==> config.mk <==
export PLATFORM = sky130hd
export DESIGN_NAME = bldc_seq_ctrl
export DESIGN_NICKNAME = d
export VERILOG_FILES = /design/src/rtl/bldc_seq_ctrl.sv
export SDC_FILE = /design/constraint.sdc
export NUM_CORES = 1
export LEC_CHECK = 0
export BUFFER_PORTS_ARGS = -buffer_cell sky130_fd_sc_hd__buf_2
export CAP_MARGIN = 5
export CORE_MARGIN = 2
export CORE_UTILIZATION = 33
export CTS_CLUSTER_DIAMETER = 30
export DETAILED_ROUTE_END_ITERATION = 10
export GPL_TIMING_DRIVEN = 1
export PLACE_DENSITY = 0.51
export SLEW_MARGIN = 5
export SYNTH_ARGS = -nofsm -noshare
export SYNTH_HDL_FRONTEND = slang
export SYNTH_SLANG_ARGS = --single-unit
==> constraint.sdc <==
create_clock -name clk -period 8 [get_ports clk]
set_input_delay 1.6 -clock clk [delete_from_list [all_inputs] [get_ports clk]]
set_output_delay 1.6 -clock clk [all_outputs]
set_load 0.005 [all_outputs]
==> src/rtl/bldc_seq_ctrl.sv <==
// BLDC commutation supervisor: synchronises hall sensors, ramps PWM duty toward
// a target, measures hall period and latches invalid-hall / sequence / stall faults.
module bldc_seq_ctrl #(
    parameter int RAMP_DIV    = 256,
    parameter int STALL_LIMIT = 50000
) (
    input  logic        clk,
    input  logic        rst,
    input  logic        enable,
    input  logic [7:0]  duty_target,
    input  logic        H1,
    input  logic        H2,
    input  logic        H3,
    input  logic        clear_fault,
    output logic        pwm_en,
    output logic [7:0]  pwm_in,
    output logic [1:0]  state,
    output logic [1:0]  fault_code,
    output logic [15:0] hall_period
);

    typedef enum logic [1:0] {
        ST_IDLE  = 2'd0,
        ST_RAMP  = 2'd1,
        ST_RUN   = 2'd2,
        ST_FAULT = 2'd3
    } state_t;

    localparam logic [1:0]  FC_NONE    = 2'd0;
    localparam logic [1:0]  FC_INVALID = 2'd1;
    localparam logic [1:0]  FC_SEQ     = 2'd2;
    localparam logic [1:0]  FC_STALL   = 2'd3;
    localparam logic [15:0] PRESC_LAST = 16'(RAMP_DIV - 1);
    localparam logic [15:0] STALL_CNT  = 16'(STALL_LIMIT);
    localparam logic [2:0]  IDX_BAD    = 3'd7;

    // Position of a hall code on the commutation ring; 7 marks 000/111.
    function automatic logic [2:0] ring_idx(input logic [2:0] code);
        case (code)
            3'b101:  ring_idx = 3'd0;
            3'b100:  ring_idx = 3'd1;
            3'b110:  ring_idx = 3'd2;
            3'b010:  ring_idx = 3'd3;
            3'b011:  ring_idx = 3'd4;
            3'b001:  ring_idx = 3'd5;
            default: ring_idx = IDX_BAD;
        endcase
    endfunction

    logic [2:0]  h_meta_q, hall_s_q, hall_q_q;
    logic [1:0]  blank_q, blank_d;
    logic [15:0] period_cnt_q, period_cnt_d;
    logic [15:0] presc_q, presc_d;
    logic [15:0] hall_period_q, hall_period_d;
    logic [7:0]  pwm_in_q, pwm_in_d;
    logic        pwm_en_q, pwm_en_d;
    logic [1:0]  fault_code_q, fault_code_d;
    state_t      state_q, state_d;

    logic [2:0] idx_s, idx_q;
    logic       armed, hall_invalid, edge_known, step_fwd, step_rev;
    logic       legal_edge, seq_err;

    always_comb begin
        idx_s        = ring_idx(hall_s_q);
        idx_q        = ring_idx(hall_q_q);
        armed        = (blank_q == 2'd3);
        hall_invalid = armed && (idx_s == IDX_BAD);
        // Edges out of an invalid code are neither legal nor a sequence error.
        edge_known   = armed && (hall_s_q != hall_q_q) && (idx_s != IDX_BAD) && (idx_q != IDX_BAD);
        step_fwd     = (idx_q == 3'd5) ? (idx_s == 3'd0) : (idx_s == idx_q + 3'd1);
        step_rev     = (idx_s == 3'd5) ? (idx_q == 3'd0) : (idx_q == idx_s + 3'd1);
        legal_edge   = edge_known && (step_fwd || step_rev);
        seq_err      = edge_known && !(step_fwd || step_rev);
    end

    always_comb begin
        state_d       = state_q;
        fault_code_d  = fault_code_q;
        pwm_in_d      = pwm_in_q;
        presc_d       = presc_q;
        hall_period_d = hall_period_q;
        blank_d       = armed ? blank_q : blank_q + 2'd1;
        period_cnt_d  = (period_cnt_q == 16'hFFFF) ? period_cnt_q : period_cnt_q + 16'd1;

        // The captured period includes this clock's increment, so edges N clocks apart read N.
        if (legal_edge) begin
            hall_period_d = period_cnt_d;
            period_cnt_d  = 16'd0;
        end

        case (state_q)
            ST_IDLE: begin
                presc_d = 16'd0;
                if (enable && hall_invalid) begin
                    state_d      = ST_FAULT;
                    fault_code_d = FC_INVALID;
                end else if (enable && armed) begin
                    state_d = ST_RAMP;
                end
            end
            ST_RAMP, ST_RUN: begin
                if (hall_invalid) begin
                    state_d      = ST_FAULT;
                    fault_code_d = FC_INVALID;
                end else if (seq_err) begin
                    state_d      = ST_FAULT;
                    fault_code_d = FC_SEQ;
                end else if (state_q == ST_RUN && period_cnt_q == STALL_CNT) begin
                    state_d      = ST_FAULT;
                    fault_code_d = FC_STALL;
                end else if (!enable) begin
                    state_d = ST_IDLE;
                end else if (state_q == ST_RAMP) begin
                    if (pwm_in_q == duty_target) begin
                        state_d      = ST_RUN;
                        period_cnt_d = 16'd0;
                    end else if (presc_q == PRESC_LAST) begin
                        presc_d  = 16'd0;
                        pwm_in_d = (pwm_in_q < duty_target) ? pwm_in_q + 8'd1 : pwm_in_q - 8'd1;
                    end else begin
                        presc_d = presc_q + 16'd1;
                    end
                end else if (pwm_in_q != duty_target) begin
                    state_d = ST_RAMP;
                    presc_d = 16'd0;
                end
            end
            default: begin
                if (clear_fault && !enable) begin
                    state_d      = ST_IDLE;
                    fault_code_d = FC_NONE;
                end
            end
        endcase

        if (state_d == ST_IDLE || state_d == ST_FAULT) begin
            pwm_in_d = 8'd0;
        end
        pwm_en_d = (state_d == ST_RAMP) || (state_d == ST_RUN);
    end

    always_ff @(posedge clk or posedge rst) begin
        if (rst) begin
            h_meta_q      <= 3'b000;
            hall_s_q      <= 3'b000;
            hall_q_q      <= 3'b000;
            blank_q       <= 2'd0;
            period_cnt_q  <= 16'd0;
            presc_q       <= 16'd0;
            hall_period_q <= 16'd0;
            pwm_in_q      <= 8'd0;
            pwm_en_q      <= 1'b0;
            fault_code_q  <= FC_NONE;
            state_q       <= ST_IDLE;
        end else begin
            h_meta_q      <= {H1, H2, H3};
            hall_s_q      <= h_meta_q;
            hall_q_q      <= hall_s_q;
            blank_q       <= blank_d;
            period_cnt_q  <= period_cnt_d;
            presc_q       <= presc_d;
            hall_period_q <= hall_period_d;
            pwm_in_q      <= pwm_in_d;
            pwm_en_q      <= pwm_en_d;
            fault_code_q  <= fault_code_d;
            state_q       <= state_d;
        end
    end

    assign pwm_en      = pwm_en_q;
    assign pwm_in      = pwm_in_q;
    assign state       = state_q;
    assign fault_code  = fault_code_q;
    assign hall_period = hall_period_q;

endmodule
After elaboration in Yosys (flattened, before gate mapping)
Index checks and enable logic that the tools add are counted.
- add/sub/neg operators: 7
- multipliers: 0
- div/mod/pow operators: 0
- magnitude comparators: 1
- equal/unequal tests: 43
- shift operators: 0
- muxes and demuxes: 49
- bitwise operators: 0
- reduce and logical (&&, ||, !) cells: 29
- operators by type and width (kind ; number):
    2-to-1 mux 16 bit ; 17
    2-to-1 mux 8 bit ; 10
    one-hot mux 3 bit (6 select lines) ; 2
    adder 16 x 1 -> 16 bit, second input constant ; 2
    equality test 16 bit, second input constant ; 2
    one-hot mux 16 bit (2 select lines) ; 1
    2-to-1 mux 2 bit ; 15
    equality test 3 bit, second input constant ; 9
    equality test 16 x 8 -> 1 bit, second input constant ; 1
    equality test 3 x 2 -> 1 bit, second input constant ; 4
    inequality test 3 bit, second input constant ; 4
    logical AND 1 bit ; 10
    inequality test 2 bit, second input constant ; 5
    nonzero test 2 bit ; 5
    adder 8 x 1 -> 8 bit, second input constant ; 1
    equality test 2 bit, second input constant ; 4
    equality test 8 bit ; 1
    < comparator 8 bit ; 1
    inequality test 2 x 1 -> 1 bit, second input constant ; 4
    inequality test 8 bit ; 1
    one-hot mux 2 bit (2 select lines) ; 2
    AND reduction 8 bit ; 1
    subtractor 8 x 1 -> 8 bit, second input constant ; 1
    AND reduction 7 bit ; 1
    15 further kinds ; 25
- register bits: 72
- latch bits: 0
- memory bits (writable): 0
- bits in read-only memories: 0
- input port bits: 15
- output and inout port bits: 29
- word-level logic and storage cells: 140
- memories: 0

Logic depth before layout (Yosys ltp)
- depth after elaboration: 15
- mapped depth: 15

Least setup slack after synthesis
No wires, ideal clock.
- kind: input-to-reg
- from: in duty_target[3]
- to: reg pwm_in_q[7], in the netlist pwm_in[7]
- library setup time: 134 ps
- data arrival time: 4249 ps
- required time: 7866 ps
- setup slack: 3617 ps
- stages: 14
- buffers on the path: 0
- cell sequence: inv_1 ha_1 a2111oi_0 a21oi_1 a211o_1 ha_1 a21o_1 a21oi_1 o21ai_0 o41ai_1 xnor2_1 nand3_1 xor2_1 nor2_1
- cells in the longest elaborated chain, start to end: 12
- ends and longest elaborated chain (what ; RTL line ; source):
    start: declaration ; 10 ; input logic [7:0] duty_target,
    inequality test 8 bit / equality test 8 bit (equally long branches) ; 124, 115 ;
    2-to-1 mux 2 bit, on equally long branches ; 124, 115 ;
    2-to-1 mux 2 bit ; 114 ; end else if (state_q == ST_RAMP) begin
    2-to-1 mux 2 bit ; 112 ; end else if (!enable) begin
    2-to-1 mux 2 bit ; 109 ; end else if (state_q == ST_RUN && period_cnt_q == STALL_CNT) begin
    2-to-1 mux 2 bit ; 106 ; end else if (seq_err) begin
    2-to-1 mux 2 bit ; 103 ; if (hall_invalid) begin
    one-hot mux 2 bit (2 select lines) ; 92 ; case (state_q)
    equality test 2 bit / zero test 2 bit (equally long branches) ; 137 ; if (state_d == ST_IDLE || state_d == ST_FAULT) begin
    logical OR 1 bit ; 137 ;
    inequality test 2 x 1 -> 1 bit (no line) / nonzero test 2 bit (equally long branches) ; -- ;
    AND reduction 8 bit (no line) ; -- ;
    end signal: assignment ; 164 ; pwm_in_q <= pwm_in_d;
    end: declaration ; 55 ; logic [7:0] pwm_in_q, pwm_in_d;
Several ways; a longest one is shown, not always the timed one. The select of a mux whose other input is x is not followed.
A chain may end at the register's enable or synchronous reset.

Final worst setup path
Same ends and word-level chain as after synthesis.

==> flow_metrics.py <==
metrics = {
    "run_status": {
        "status": "complete, no violations",
    },
    "synthesis": {
        "synth-xor-area-share_pct": 5.51,
        "synth-edff-count": 0,
        "synth-compound-area-share_pct": 16.9,
        "yosysMostFrequentCell": "dfrtp_1",
        "synthTopCellsByArea": "dfrtp_1, ha_1, nand2_1",
        "yosys.area_share.simple_pct": 19.1,
        "synth_area_um2": 4290,
        "ys_ff_latch": 72,
        "ys_seq_area_share_pct": 42.0,
        "synth_cells": 451,
        "syn_avg_cell_area_um2": 9.51,
        "ys_types": 60,
        "yosysTopAreaCell": "dfrtp_1",
        "synth_top_cell_area_share_pct": 42.0,
        "ys_warn_count": 0,
        "synth_top_family_by_area": "simple AND/OR/NAND/NOR gates",
        "ys_async_sr_fraction_pct": 100,
        "synthMuxAreaShare_pct": 2.19,
        "syn-num-nets": 497,
        "synth-adder-area-share_pct": 9.68,
        "synth_common_cells": "dfrtp_1, nand2_1, nor2_1",
        "synthFlopType": "dfrtp_1",
    },
    "critical_path": {
        "cp_data_required_time_ps": 8200,
        "cpMaxStageDelayCell": "a211o_1",
        "arrival_ps": 4550,
        "crit_type": "in -> reg",
        "cp_top_family": "compound AO/OA/AOI/OAI gates",
        "cp-start-kind": "input port",
        "cp_max_fo": 8,
        "slowest_delay_ps": 420,
        "r2r_slack_ps": 4520,
        "critPathBufInv": 2,
        "end_kind": "register",
        "crit_chain": "buf_2, inv_1, ha_1, a2111oi_0, a21oi_1, a211o_1, ha_1, a21o_1, a21oi_1, o21ai_0, o41ai_1, xnor2_1, nand3_1, xor2_1, nor2_1",
    },
    "floorplanning": {
        "die_y_um": 118,
        "start_util_pct": 33.9,
        "coreArea_um2": 12700,
        "rows": 41,
        "die_x_um": 118,
        "top_level_ports": 44,
        "dieArea_um2": 13900,
    },
    "hold_path": {
        "hold_path.class": "reg -> reg",
    },
    "clock_tree": {
        "cts_tree": "yes",
        "cts_sinks": 72,
        "postCtsHoldBufs": 0,
        "htreeDepth": 3,
        "path_clk_slew_ps": 60,
        "numCtsBuffers": 9,
        "insertion_delay_ps": 330,
        "post_cts_buffers": 0,
        "root_buffer": "clkbuf_16",
        "cts_resized": 0,
        "clk_path_buf_depth": 2,
    },
    "global_routing": {
        "met1_usage_pct": 18.3,
        "grtUsageTotal_pct": 13.5,
        "antenna_found_initial": 0,
        "grt_pass1_vias": 3246,
        "top_usage_layer": "met2",
        "met3_usage_pct": 3.20,
        "grt_overflow": 0,
        "grt_use_met2_pct": 21.9,
        "grt_first_pass_wirelength_um": 15600,
        "grt_max_degree": 73,
    },
    "finish": {
        "diodes": 0,
        "fin_cells": 668,
        "area.growth.synth_to_final_pct": 15.7,
        "nets": 537,
        "fin_util_pct": 39.2,
        "final_cell_area_um2": 4960,
        "layout-drive-gt1-share_pct": 16.7,
    },
    "pwr": {
        "peakVddDrop_v": 0.000115,
        "switchingPower_uw": 470,
        "clockPowerShare_pct": 33.2,
        "p_seq_share_pct": 34.9,
        "p_int_uw": 833,
        "power_frac_comb_pct": 31.9,
        "p_sw_share_pct": 36.1,
        "powerDensity_nw_per_um2": 263,
        "p_total_uw": 1300,
        "p_leak_uw": 0.00231,
    },
    "sta": {
        "finClkSkew_ps": 3.86,
        "fin_tns_setup_ps": 0,
        "period_needed_ps": 4350,
        "slew_headroom_pct": 40.0,
        "setup_viol": 0,
        "hold_violations": 0,
        "period_share_pct": 54.4,
        "tightest_slew_ps": 900,
        "slew_viol_final": 0,
        "rsz0062_at_grt": "false",
        "fmax_mhz": 230,
    },
    "drt": {
        "wl_per_cell_um": 13.6,
        "routed_wl_um": 9070,
        "detail_route.first_pass.iterations": 4,
        "ant_nets": 0,
        "vias": 3343,
        "drt_iter0_drc": 158,
        "vias_per_cell": 5.00,
        "drcViolationCount": 0,
    },
    "placed_design": {
        "dp.cells": 652,
        "place_hpwl_um": 6550,
        "place_congestion": 0.828,
        "portBuffers": 43,
        "placed_area_um2": 4640,
    },
    "run": {
        "cap_violations": 0,
    },
}
==> flip-flops by register name (all words and copies together), names as in the netlist <==
name / flops
h_meta_q: 3
hall_q_q: 3
hall_period: 16
pwm_en: 1
pwm_in: 8
hall_s_q: 3
state: 2
presc_q: 16
blank_q: 2
period_cnt_q: 16
fault_code: 2
==> per-stage QoR <==
| stage | hold slack, ps | worst slack, ps |
|---|---|---|
| 6_report | 348 | 3650 |
| 5_1_grt | 364 | 3300 |
| 4_1_cts | 350 | 3650 |
| 3_5_place_dp | 337 | 3310 |
| 3_3_place_gp | 334 | 3350 |
| 2_1_floorplan | 331 | 3620 |
==> routing by layer <==
layer	share of wire (%)	up-vias	routed length (um)
li1	-	1681	-
met1	50	1609	4540
met2	47	46	4230
met3	2.5	7	229
met4	0.83	0	75
met5	0	-	0
==> placed cells by master (no fill, tap or decap), types with 9 or more instances in the layout <==
master | synthesis | final
nand4_1 | 9 | 9
o31ai_1 | 11 | 11
nand2_1 | 46 | 46
a21oi_1 | 23 | 23
xor2_1 | 9 | 9
nand3_1 | 17 | 17
nor2_1 | 42 | 42
ha_1 | 30 | 30
o21ai_0 | 33 | 33
clkbuf_16 | 0 | 9
dfrtp_1 | 72 | 72
buf_2 | 4 | 43
inv_1 | 27 | 26
xnor2_1 | 18 | 18
==> power groups by stage <==
stage / registers, uW / clock network (uW) / logic, uW
finish: 454 / 433 / 416
global route: 461 / 462 / 470
CTS: 455 / 443 / 419
detailed placement: 460 / 0 / 417
global placement: 459 / 0 / 412
floorplan: 449 / 0 / 326
==> worst paths after layout <==
check	start	end	cells after the start
min in group asynchronous	rst	pwm_in[0]$_DFFE_PP0P_	3
max in group asynchronous	rst	h_meta_q[2]$_DFF_PP0_	3
worst min-delay path	h_meta_q[2]$_DFF_PP0_	hall_s_q[2]$_DFF_PP0_	0
worst max-delay path	duty_target[3]	pwm_in[7]$_DFFE_PP0P_	15
worst max register to register	hall_s_q[0]$_DFF_PP0_	period_cnt_q[4]$_DFF_PP0_	10
worst min register to register	h_meta_q[2]$_DFF_PP0_	hall_s_q[2]$_DFF_PP0_	0
==> cells by family (layout without fill, tap and decap cells) <==
kind of cell               after synthesis  in the layout
and+or+nand+nor                        163            163
AOI/OAI and AO/OA                      104            104
DFF                                     72             72
buffers and inverters                   43             88
adders and majority gates               33             33
xor gates and xnor gates                27             27
muxes                                    9              9
==> cell type report <==
cell class,instances,area [um^2]
timing repair buffer,45,230
multi-input combinational,336,2290
inverter,27,101
fill,1267,7710
tap,172,215
clock inverter,6,92.6
clock buffer,10,229
sequential,72,1800
Note: power is estimated with default switching activity, not from simulation.
